==> src/rtl/ub_ctrl_pkg.sv <==
// Shared types and constants for the unified-buffer loop-nest controller.
package ub_ctrl_pkg;

  localparam int CTRL_W  = 16;  // width of each loop index
  localparam int NDIMS   = 3;   // depth of the loop nest
  localparam int DRAIN_W = 4;   // width of the drain (read-delay) counter

  typedef enum logic [1:0] {
    IDLE,
    RUN,
    DRAIN
  } state_e;

  // One loop index per dimension; element [i] is the 16-bit ctrl_vars[i].
  typedef logic [NDIMS-1:0][CTRL_W-1:0] ctrl_vec_t;

  // One slot of the read-side shift line: an iteration and whether it was issued.
  typedef struct packed {
    logic      valid;
    ctrl_vec_t vars;
  } line_entry_t;

endpackage

==> src/rtl/ub_ctrl_delay_line.sv <==
// Fixed-depth shift line that replays the write iteration stream on the read side.
// A depth of zero collapses to a combinational passthrough.
module ub_ctrl_delay_line
  import ub_ctrl_pkg::*;
#(
  parameter int DEPTH = 1
) (
  input  logic      clk,
  input  logic      rst_n,
  input  logic      en_i,
  input  logic      clr_i,
  input  logic      valid_i,
  input  ctrl_vec_t vars_i,
  output logic      valid_o,
  output ctrl_vec_t vars_o
);

  if (DEPTH == 0) begin : g_passthru
    // Sequencing inputs have no function without storage.
    logic unused_seq;
    assign unused_seq = ^{clk, rst_n, en_i, clr_i};
    assign valid_o    = valid_i;
    assign vars_o     = vars_i;
  end else begin : g_line
    line_entry_t line_q [DEPTH];

    // Shift one slot per unstalled cycle; flush empties the whole line.
    always_ff @(posedge clk or negedge rst_n) begin
      if (!rst_n) begin
        // NOTE: the line is reset like any other register because its last
        // slot drives output ports that must read 0 straight out of reset.
        for (int i = 0; i < DEPTH; i++) line_q[i] <= '0;
      end else if (clr_i) begin
        for (int i = 0; i < DEPTH; i++) line_q[i] <= '0;
      end else if (en_i) begin
        line_q[0] <= '{valid: valid_i, vars: vars_i};
        for (int i = 1; i < DEPTH; i++) line_q[i] <= line_q[i-1];
      end
    end

    assign valid_o = line_q[DEPTH-1].valid;
    assign vars_o  = line_q[DEPTH-1].vars;
  end

endmodule

==> src/rtl/ub_loop_nest_controller.sv <==
// Schedule controller for a unified-buffer pair: walks a 3-deep loop nest,
// issues producer writes and replays them READ_DELAY cycles later as reads.
module ub_loop_nest_controller
  import ub_ctrl_pkg::*;
#(
  parameter int EXT0       = 1,
  parameter int EXT2       = 64,
  parameter int EXT1       = 64,
  parameter int READ_DELAY = 1
) (
  input  logic      clk,
  input  logic      rst_n,
  input  logic      flush,
  input  logic      start,
  input  logic      stall,
  output logic      write_wen,
  output ctrl_vec_t write_ctrl_vars,
  output logic      read_ren,
  output ctrl_vec_t read_ctrl_vars,
  output logic      busy,
  output logic      done
);

  localparam logic [CTRL_W-1:0]  MAX0       = CTRL_W'(EXT0 - 1);
  localparam logic [CTRL_W-1:0]  MAX1       = CTRL_W'(EXT1 - 1);
  localparam logic [CTRL_W-1:0]  MAX2       = CTRL_W'(EXT2 - 1);
  localparam logic [CTRL_W-1:0]  ONE        = CTRL_W'(1);
  localparam ctrl_vec_t          LAST_VEC   = {MAX2, MAX1, MAX0};
  localparam logic [DRAIN_W-1:0] DRAIN_LAST =
    DRAIN_W'((READ_DELAY == 0) ? 0 : READ_DELAY - 1);

  state_e              state_q, state_d;
  ctrl_vec_t           cnt_q, cnt_d, cnt_adv;
  logic                wen_q, wen_d;
  ctrl_vec_t           wvars_q, wvars_d;
  logic [DRAIN_W-1:0]  drain_q, drain_d;
  logic                busy_q, busy_d;
  logic                done_q, done_d;
  logic                last_issued;
  logic                line_valid;
  ctrl_vec_t           line_vars;

  // Iteration after cnt_q: innermost [1] wraps into middle [2], which wraps into outer [0].
  always_comb begin
    cnt_adv = cnt_q;
    if (cnt_q[1] == MAX1) begin
      cnt_adv[1] = '0;
      if (cnt_q[2] == MAX2) begin
        cnt_adv[2] = '0;
        cnt_adv[0] = (cnt_q[0] == MAX0) ? '0 : cnt_q[0] + ONE;
      end else begin
        cnt_adv[2] = cnt_q[2] + ONE;
      end
    end else begin
      cnt_adv[1] = cnt_q[1] + ONE;
    end
  end

  // In RUN the write register always holds the most recently issued iteration.
  assign last_issued = (wvars_q == LAST_VEC);

  // Next-state and registered-output logic; flush beats stall and start.
  always_comb begin
    // NOTE: every signal gets a default first, so no path can leave one
    // unassigned and infer a latch.
    state_d = state_q;
    cnt_d   = cnt_q;
    wen_d   = wen_q;
    wvars_d = wvars_q;
    drain_d = drain_q;
    busy_d  = busy_q;
    done_d  = 1'b0;
    if (flush) begin
      state_d = IDLE;
      cnt_d   = '0;
      wen_d   = 1'b0;
      wvars_d = '0;
      drain_d = '0;
      busy_d  = 1'b0;
    end else if (!stall) begin
      unique case (state_q)
        IDLE: begin
          if (start) begin
            state_d = RUN;
            wen_d   = 1'b1;
            wvars_d = cnt_q;
            cnt_d   = cnt_adv;
            busy_d  = 1'b1;
          end
        end
        RUN: begin
          if (last_issued) begin
            wen_d = 1'b0;
            if (READ_DELAY == 0) begin
              state_d = IDLE;
              busy_d  = 1'b0;
              done_d  = 1'b1;
            end else begin
              state_d = DRAIN;
              drain_d = '0;
            end
          end else begin
            wen_d   = 1'b1;
            wvars_d = cnt_q;
            cnt_d   = cnt_adv;
          end
        end
        DRAIN: begin
          if (drain_q == DRAIN_LAST) begin
            state_d = IDLE;
            busy_d  = 1'b0;
            done_d  = 1'b1;
          end else begin
            drain_d = drain_q + DRAIN_W'(1);
          end
        end
        default: state_d = IDLE;
      endcase
    end
  end

  // State, counters and registered outputs; reset returns everything to zero.
  always_ff @(posedge clk or negedge rst_n) begin
    if (!rst_n) begin
      state_q <= IDLE;
      cnt_q   <= '0;
      wen_q   <= 1'b0;
      wvars_q <= '0;
      drain_q <= '0;
      busy_q  <= 1'b0;
      done_q  <= 1'b0;
    end else begin
      // NOTE: non-blocking so every register samples values from before the edge.
      state_q <= state_d;
      cnt_q   <= cnt_d;
      wen_q   <= wen_d;
      wvars_q <= wvars_d;
      drain_q <= drain_d;
      busy_q  <= busy_d;
      done_q  <= done_d;
    end
  end

  ub_ctrl_delay_line #(
    .DEPTH (READ_DELAY)
  ) u_delay_line (
    .clk     (clk),
    .rst_n   (rst_n),
    .en_i    (!stall),
    .clr_i   (flush),
    .valid_i (wen_q),
    .vars_i  (wvars_q),
    .valid_o (line_valid),
    .vars_o  (line_vars)
  );

  // A stalled cycle presents no transfer; the held slot completes once stall drops.
  assign write_wen       = wen_q & ~stall;
  assign write_ctrl_vars = wvars_q;
  assign read_ren        = line_valid & ~stall;
  assign read_ctrl_vars  = line_vars;
  assign busy            = busy_q;
  assign done            = done_q;

endmodule

==> config.mk <==
export PLATFORM = sky130hd
export DESIGN_NAME = ub_loop_nest_controller
export DESIGN_NICKNAME = d
export VERILOG_FILES = /design/src/rtl/ub_ctrl_pkg.sv /design/src/rtl/ub_ctrl_delay_line.sv /design/src/rtl/ub_loop_nest_controller.sv
export SDC_FILE = /design/constraint.sdc
export NUM_CORES = 1
export LEC_CHECK = 0
export BUFFER_PORTS_ARGS = -buffer_cell sky130_fd_sc_hd__buf_2
export CELL_PAD_IN_SITES_DETAIL_PLACEMENT = 0
export CELL_PAD_IN_SITES_GLOBAL_PLACEMENT = 1
export CORE_MARGIN = 8
export CORE_UTILIZATION = 45
export DETAILED_ROUTE_END_ITERATION = 10
export PLACE_DENSITY_LB_ADDON = 0.1
export SLEW_MARGIN = 15
export SYNTH_ARGS = -nofsm -noshare
export SYNTH_HDL_FRONTEND = slang
export SYNTH_SLANG_ARGS = --single-unit
==> constraint.sdc <==
create_clock -name clk -period 2.78 [get_ports clk]
set_clock_uncertainty 0.1 [all_clocks]
set_input_delay 0.278 -clock clk [delete_from_list [all_inputs] [get_ports clk]]
set_output_delay 0.278 -clock clk [all_outputs]
set_load 0.02 [all_outputs]
==> results of run 1 <==
## state kept, by name (all words and copies together), names as in the netlist
register and flops:
state_q 2, drain_q 4, done 1, wen_q 1, u_delay_line.vars_o 48, write_ctrl_vars 48
cnt_q 48, busy 1, u_delay_line.valid_o 1
## report_power, final
part           internal (W)  switching, W  total (W)
Sequential          0.00226     0.0000276    0.00229
Combinational     0.0000953      0.000208   0.000304
Clock               0.00145      0.000911    0.00236
Total               0.00381       0.00115    0.00496
## final cells by class
class	count	area, um^2
Fill cell	1419	7010
Multi-Input combinational cell	457	3220
Clock inverter	11	146
Sequential cell	154	3850
Tap cell	216	270
Inverter	17	63.8
Timing Repair Buffer	140	862
Clock buffer	20	457
## metrics by stage
step	area (um^2)	std cells	hold slack [ns]	total power [W]
after floorplan	7300	673	-0.118	0.00249
after global placement	8260	983	0.162	0.00263
after detailed placement	8260	983	0.176	0.00264
after CTS	8870	1015	0.0424	0.00501
after global routing	8870	1015	0.0754	0.00513
final	8870	1015	0.0640	0.00496
## cells by family after synthesis
logic type                 count (synthesis)  share of synthesized area [%]
and+or+nand+nor                          232                           17.6
DFF                                      154                           52.8
buffers and inverters                     62                           3.58
AOI/OAI and AO/OA                        168                           18.0
adders and majority gates                  6                           1.03
muxes                                     51                           7.01
## final timing paths
kind	startpoint	endpoint	cells past startpoint
hold reg to reg	u_delay_line.vars_o[0]	u_delay_line.vars_o[0]	2
min in group asynchronous	rst_n	u_delay_line.vars_o[24]	2
max in group asynchronous	rst_n	cnt_q[22]	3
setup / recovery	write_ctrl_vars[26]	cnt_q[36]	7
hold / removal	flush	u_delay_line.vars_o[32]	2
setup reg to reg	write_ctrl_vars[26]	cnt_q[36]	7
## per-layer routing
| layer | vias up | wire (um) |
|---|---|---|
| met1 | 3082 | 9760 |
| li1 | 2779 | - |
| met2 | 172 | 10000 |
| met3 | 19 | 1310 |
| met5 | - | 0 |
| met4 | 0 | 246 |
## cells in the final DEF (no fill, tap or decap), drive strengths merged, types with 7 or more instances in the layout
| cell type | count |
|---|---|
| dfrtp | 154 |
| buf | 139 |
| nor2 | 67 |
| a22o | 51 |
| mux2i | 50 |
| nand2 | 28 |
| clkbuf | 20 |
| nand3 | 19 |
| inv | 17 |
| nor3 | 17 |
| a31oi | 17 |
| nor4 | 16 |
| o21ai | 14 |
| a41oi | 14 |
| o31ai | 13 |
| nand2b | 11 |
| nand4 | 11 |
| a211oi | 11 |
| and3 | 10 |
| a21oi | 8 |
| and4 | 7 |
| or3 | 7 |
## worst max-delay path, cell delays in order (launching register included)
cell     delay (ns)
dfrtp_1        0.41
or4b_1         0.60
nor4_2         0.27
buf_4          0.18
and4_1         0.25
buf_12         0.21
nor2_1         0.13
a311o_1        0.31
==> qor.txt, run 1 <==
register area share after synthesis -> 52.8%
global route hottest layer -> met2
critical path type -> register to register
CTS tree -> done
Area Overhead vs Synth -> 21.5%
top cell type's share of synthesized area -> 52.8%
total track usage -> 21.3%
maximum fanout along the worst path -> 33
unrepaired setup endpoints after global routing -> false
CTS resizes -> 0
#FFs+latches synth -> 154
Final ANT Viol Nets -> 0
pin count of the biggest net entering global routing -> 60
Clock Latency Late Sink -> 0.42 ns
first-pass GRT wire length -> 33800 um
worst setup margin -> 0.184 ns
Max VDD drop -> 0.422 mV
clk sinks -> 154
gp weighted congestion -> 0.835
Final Max Slew Viols -> 0
GRT overflow -> 0
Core ar. -> 0.0159 mm^2
fin crit period -> 2.60 ns
Syn Std Cell Area -> 0.00730 mm^2
utilization after layout -> 55.8%
I/O Buffers -> 104
M1 GR Usage -> 28.8%
height of the chip -> 143 um
Clock Pin Slew Worst Setup and Hold Paths -> 0.06 ns
Hold Buf Count CTS -> 1
Post-synth top cells -> 154 x dfrtp_1, 67 x nor2_1, 51 x a22o_1
setup TNS -> 0 ns
CTS buffer count -> 17
flop-to-flop setup slack -> 0.18 ns
first-iteration detailed-routing DRC count -> 375
Max clock buf depth -> 2
# DRC -> 0
Lkg Pwr -> 4.33 nW
Mean Syn Cell Area -> 10.9 um^2
area leader, netlist -> dfrtp_1
slew at the pin closest to its max-slew limit -> 0.966 ns
CP arrival -> 2.80 ns
post-detail-place hpwl -> 14900 um
row count -> 46
WL final -> 21300 um
total power divided by cell area -> 559 mW/mm^2
Worst Setup End Kind -> register
drt wl/cell -> 21.0 um
number of global-route vias before repair -> 5946
Placement Setup Slack -> 0.215 ns
antenna cells -> 0
Syn. warnings -> 0
Post-synth ARST share -> 100%
Fin. Hold Viols -> 0
CP required -> 2.98 ns
cell with the most instances after synthesis -> dfrtp_1
vias per cell -> 5.96
Max Cap Viol -> 0
Gate Count Post-Synth -> 673
status -> finished clean
I/O pin cnt -> 105
Post-CTS Setup Bufs -> 0
# H-tree levels -> 4
crit share post-route -> 93.4%
worst rel slew slack -> 35.6%
met3 Use GR -> 5.37%
Critical Path Source Type -> register
f_max -> 385 MHz
fin nets -> 798
Initial DRT Pass Iterations -> 5
via count -> 6052
ys flop type -> dfrtp_1
clk root buf -> clkbuf_16
initial cell density of the core -> 46.0%
Die ar. -> 0.0206 mm^2
Hold WC Path Type -> primary input to register
initial antenna violation count -> 1
GR Layer Usage met2 -> 33.4%
Mapped Nets -> 684
Yosys cell types -> 67
number of synthesized flops with an enable pin -> 0
setup violators final -> 0
Die W -> 143 um
synth top area cells -> dfrtp_1 53%, mux2i_1 6.9%, a22o_1 6.1%
share of cells above drive strength 1 -> 23.5%
Power figures use the tool's default switching activity.
==> run 2: changes to the inputs <==
--- a/config.mk
+++ b/config.mk
@@ -9,9 +9,11 @@
 export CELL_PAD_IN_SITES_DETAIL_PLACEMENT = 0
 export CELL_PAD_IN_SITES_GLOBAL_PLACEMENT = 1
 export CORE_MARGIN = 8
-export CORE_UTILIZATION = 45
+export CORE_UTILIZATION = 47
+export CTS_BUF_LIST = sky130_fd_sc_hd__clkbuf_4
 export DETAILED_ROUTE_END_ITERATION = 10
 export PLACE_DENSITY_LB_ADDON = 0.1
+export RECOVER_POWER = 25
 export SLEW_MARGIN = 15
 export SYNTH_ARGS = -nofsm -noshare
 export SYNTH_HDL_FRONTEND = slang
==> qor.txt, run 2 (same netlist as run 1, synthesis figures left out) <==
Logic pwr share -> 7.3%
row count -> 45
total track usage -> 21.7%
Area Overhead vs Synth -> 15.7%
fin area -> 0.00845 mm^2
Final Max Slew Viols -> 60
Max Cap Viol -> 1
Max VDD drop -> 0.314 mV
slowest stage cell, crit path -> or4b_1
Sequential Power Share -> 57.0%
fin nets -> 796
Placement Setup Slack -> 0.155 ns
Hold WC Path Type -> primary input to register
Multi-input gate area -> 0.00322 mm^2
number of global-route vias before repair -> 5967
pin count of the biggest net entering global routing -> 60
clk root buf -> clkbuf_4
WL final -> 21100 um
Initial DRT Pass Iterations -> 4
most common cell after layout, fill and taps aside -> dfrtp_1
Lkg Pwr -> 4.18 nW
Die ar. -> 0.0198 mm^2
I/O Buffers -> 104
share of cells above drive strength 1 -> 22.9%
Fillers -> 1364
Core ar. -> 0.0152 mm^2
first-pass GRT wire length -> 33900 um
worst rel slew slack -> -23.3%
Critical Path Source Type -> register
# H-tree levels -> 4
Worst Setup End Kind -> register
worst-path cell chain -> or4b_1, nor4_2, buf_4, and4_1, buf_4, nor4b_1, a211o_1
slew at the pin closest to its max-slew limit -> 1.85 ns
most frequent cell on the critical path -> buf_4
crit share post-route -> 96.5%
I/O pin cnt -> 105
vias per cell -> 6.09
critical path type -> register to register
# DRC -> 0
f_max -> 373 MHz
placed instance area -> 0.00816 mm^2
GRT overflow -> 0
gp weighted congestion -> 0.841
status -> finished, violations left
Worst Hold Depth -> 5
first-iteration detailed-routing DRC count -> 485
Sw Pwr -> 0.00104 W
via count -> 6007
CP required -> 3.11 ns
initial antenna violation count -> 2
unrepaired setup endpoints after global routing -> false
fin crit period -> 2.68 ns
post-detail-place hpwl -> 14900 um
register area -> 0.00385 mm^2
total power divided by cell area -> 475 mW/mm^2
R2R depth -> 7
Pint -> 0.00297 W
CP arrival -> 3.02 ns
drt wl/cell -> 21.4 um
worst setup margin -> 0.0979 ns
Clock Pin Slew Worst Setup and Hold Paths -> 0.14 ns
setup violators final -> 0
clk sinks -> 154
Hold Slack -> 0.281 ns
critical path's largest stage delay -> 0.59 ns
Fin. Hold Viols -> 0
utilization after layout -> 55.6%
Clock Power Share -> 35.7%
failing checks -> capacitance limit, slew limit
CTS buffer count -> 17
maximum fanout along the worst path -> 17
Sw Share -> 25.9%
CTS tree -> done
Max clock buf depth -> 2
setup TNS -> 0 ns
Final ANT Viol Nets -> 0
height of the chip -> 141 um
initial cell density of the core -> 48.0%
Post-CTS Setup Bufs -> 0
Die W -> 141 um
most frequent cells in the layout -> 154 x dfrtp_1, 102 x buf_2, 67 x nor2_1
Clock Latency Late Sink -> 0.55 ns
run 2: critical path: cells and delay by family, from the launching register on:
| family | cells | cell delay [ns] |
|---|---|---|
| DFF | 1 | 0.43 |
| and+or+nand+nor | 4 | 1.29 |
| buffers and inverters | 2 | 0.46 |
| AOI/OAI and AO/OA | 1 | 0.27 |
run 2: layer usage:
metal / global-route usage (%) / wire length, um / vias to the layer above
met4: 5.54 / 279 / 0
met3: 6.21 / 1340 / 27
met1: 29.8 / 9680 / 3014
li1: - / - / 2783
met5: 0 / 0 / -
met2: 33.0 / 9840 / 183
run 2: final timing paths:
check	endpoint	from	slack [ns]
max	cnt_q[34]	write_ctrl_vars[26]	0.1
min	wen_q	start	0.28
max reg2reg	cnt_q[34]	write_ctrl_vars[26]	0.1
min reg2reg	wen_q	wen_q	0.43
max in group asynchronous	write_ctrl_vars[35]	rst_n	0.60
min in group asynchronous	u_delay_line.vars_o[22]	rst_n	0.45
run 2: layout make-up:
class                   instances  area share [%]
diodes                          1          0.0296
clock buffers                  18            1.60
clock inverters                14            1.84
inverters                      17           0.755
multi-input cells             457            38.1
flip-flops and latches        154            45.6
well taps                     188            2.78
repair buffers                138            9.34
run 2: metrics by stage:
stage	cells	total power, W
global placement	952	0.00262
finish	987	0.00401
CTS	986	0.00404
detailed placement	952	0.00262
floorplan	673	0.00249
global route	987	0.00417
run 2: power by group through the flow:
| stage | Clock (W) | Combinational [W] | Sequential, W |
|---|---|---|---|
| final | 0.00143 | 0.000291 | 0.00229 |
| after global routing | 0.00155 | 0.000324 | 0.00229 |
| after CTS | 0.00146 | 0.000297 | 0.00229 |
| after detailed placement | 0 | 0.000294 | 0.00233 |
| after global placement | 0 | 0.000289 | 0.00233 |
| after floorplan | 0 | 0.000159 | 0.00233 |
run 2: repair_timing:
action | CTS | global route
hold buffers | 2 | 0
gates resized for setup | 0 | 1
endpoints found under the setup margin | 0 | 1
hold endpoints to repair | 61 | 0
==> run 3: changes to the inputs <==
--- a/config.mk
+++ b/config.mk
@@ -9,8 +9,7 @@
 export CELL_PAD_IN_SITES_DETAIL_PLACEMENT = 0
 export CELL_PAD_IN_SITES_GLOBAL_PLACEMENT = 1
 export CORE_MARGIN = 8
-export CORE_UTILIZATION = 47
-export CTS_BUF_LIST = sky130_fd_sc_hd__clkbuf_4
+export CORE_UTILIZATION = 45
 export DETAILED_ROUTE_END_ITERATION = 10
 export PLACE_DENSITY_LB_ADDON = 0.1
 export RECOVER_POWER = 25
==> qor.txt, run 3 (same netlist as run 1, synthesis figures left out) <==
worst rel slew slack -> 3.44%
Sw Pwr -> 0.00115 W
GRT overflow -> 0
CTS tree -> done
# DRC -> 0
Sequential Power Share -> 46.2%
unrepaired setup endpoints after global routing -> false
gp weighted congestion -> 0.835
antenna cells -> 0
Core ar. -> 0.0159 mm^2
Post-CTS Setup Bufs -> 0
Critical Path Source Type -> register
Logic pwr share -> 6.1%
Die ar. -> 0.0206 mm^2
total track usage -> 21.3%
Die W -> 143 um
f_max -> 385 MHz
Final Max Slew Viols -> 0
via count -> 6063
Fin. Hold Viols -> 0
Worst Hold Depth -> 2
hold worst-path end -> u_delay_line.vars_o[32]
Clock Power Share -> 47.7%
clk sinks -> 154
Clock Latency Late Sink -> 0.42 ns
initial antenna violation count -> 1
most frequent cells in the layout -> 154 x dfrtp_1, 103 x buf_2, 67 x nor2_1
first-iteration detailed-routing DRC count -> 358
Max Cap Viol -> 0
# H-tree levels -> 4
Hold WC Path Type -> primary input to register
fin nets -> 798
height of the chip -> 143 um
R2R depth -> 7
drt wl/cell -> 21.0 um
Max clock buf depth -> 2
slew at the pin closest to its max-slew limit -> 1.45 ns
I/O Buffers -> 104
Final ANT Viol Nets -> 0
Worst Setup End Kind -> register
Worst R2R Start -> write_ctrl_vars[26]
initial cell density of the core -> 46.0%
Clock Pin Slew Worst Setup and Hold Paths -> 0.06 ns
I/O pin cnt -> 105
Lkg Pwr -> 4.33 nW
CP required -> 2.98 ns
Area Overhead vs Synth -> 21.4%
worst min-delay path startpoint -> flush
number of global-route vias before repair -> 5946
pin count of the biggest net entering global routing -> 60
first-pass GRT wire length -> 33800 um
setup violators final -> 0
post-detail-place hpwl -> 14900 um
terminus of the critical flop-to-flop path -> cnt_q[36]
CTS buffer count -> 17
total power divided by cell area -> 560 mW/mm^2
most common cell after layout, fill and taps aside -> dfrtp_1
Max VDD drop -> 0.422 mV
row count -> 46
fin crit period -> 2.59 ns
share of cells above drive strength 1 -> 23.5%
critical path type -> register to register
WL final -> 21300 um
setup TNS -> 0 ns
Power Total -> 0.00496 W
flop-to-flop setup slack -> 0.19 ns
Initial DRT Pass Iterations -> 6
CP arrival -> 2.80 ns
clk root buf -> clkbuf_16
Sw Share -> 23.2%
status -> finished clean
utilization after layout -> 55.8%
maximum fanout along the worst path -> 33
Pint -> 0.00381 W
vias per cell -> 5.97
crit share post-route -> 93.3%
==> run 3: stage by stage <==
stage / setup slack (ns) / hold WS, ns / cell area [um^2] / std cells
floorplan: 0.302 / -0.118 / 7300 / 673
global placement: 0.183 / 0.162 / 8260 / 983
detailed placement: 0.215 / 0.176 / 8260 / 983
CTS: 0.207 / 0.0424 / 8870 / 1015
global route: 0.0537 / 0.0754 / 8860 / 1015
finish: 0.185 / 0.0652 / 8860 / 1015
==> run 3: layer usage <==
| metal | global-route usage [%] | part of all wire, % | vias up |
|---|---|---|---|
| met3 | 5.37 | 6.3 | 21 |
| met2 | 33.4 | 47 | 183 |
| met1 | 28.8 | 46 | 3079 |
| met5 | 0 | 0 | - |
| met4 | 5.53 | 1.2 | 0 |
| li1 | - | - | 2780 |
==> run 3: power by group through the flow <==
stage	clock network (W)	registers, W	logic (W)
floorplan	0	0.00233	0.000159
global placement	0	0.00233	0.000301
detailed placement	0	0.00233	0.000305
CTS	0.00241	0.00229	0.000307
global route	0.00250	0.00229	0.000335
finish	0.00237	0.00229	0.000302
==> run 3: worst max path at each step <==
stage	from	end	slack [ns]	cells past startpoint
2_1_floorplan	write_ctrl_vars[29]	cnt_q[36]	0.30	7
3_3_place_gp	cnt_q[26]	cnt_q[41]	0.18	6
3_5_place_dp	write_ctrl_vars[29]	cnt_q[36]	0.22	7
4_1_cts	cnt_q[26]	cnt_q[41]	0.21	6
5_1_grt	cnt_q[26]	cnt_q[43]	0.05	6
6_report	write_ctrl_vars[26]	cnt_q[36]	0.19	7
==> run 3: critical path, cell delays in order, from the launching register on <==
cell     delay (ns)
dfrtp_1        0.41
or4b_1         0.60
nor4_2         0.27
buf_4          0.18
and4_1         0.25
buf_12         0.21
nor2_1         0.13
a311o_1        0.31
==> run 3: layout make-up <==
cell class,instances,area (um^2)
fill,1421,7020
sequential,154,3850
multi-input combinational,457,3220
timing repair buffer,140,856
clock buffer,20,457
tap,216,270
clock inverter,11,146
inverter,17,63.8
==> run 3: timing repair <==
item                      in CTS  in global routing
hold buffers                   1                  0
gates resized for setup        0                  0
hold endpoints to repair      52                  0
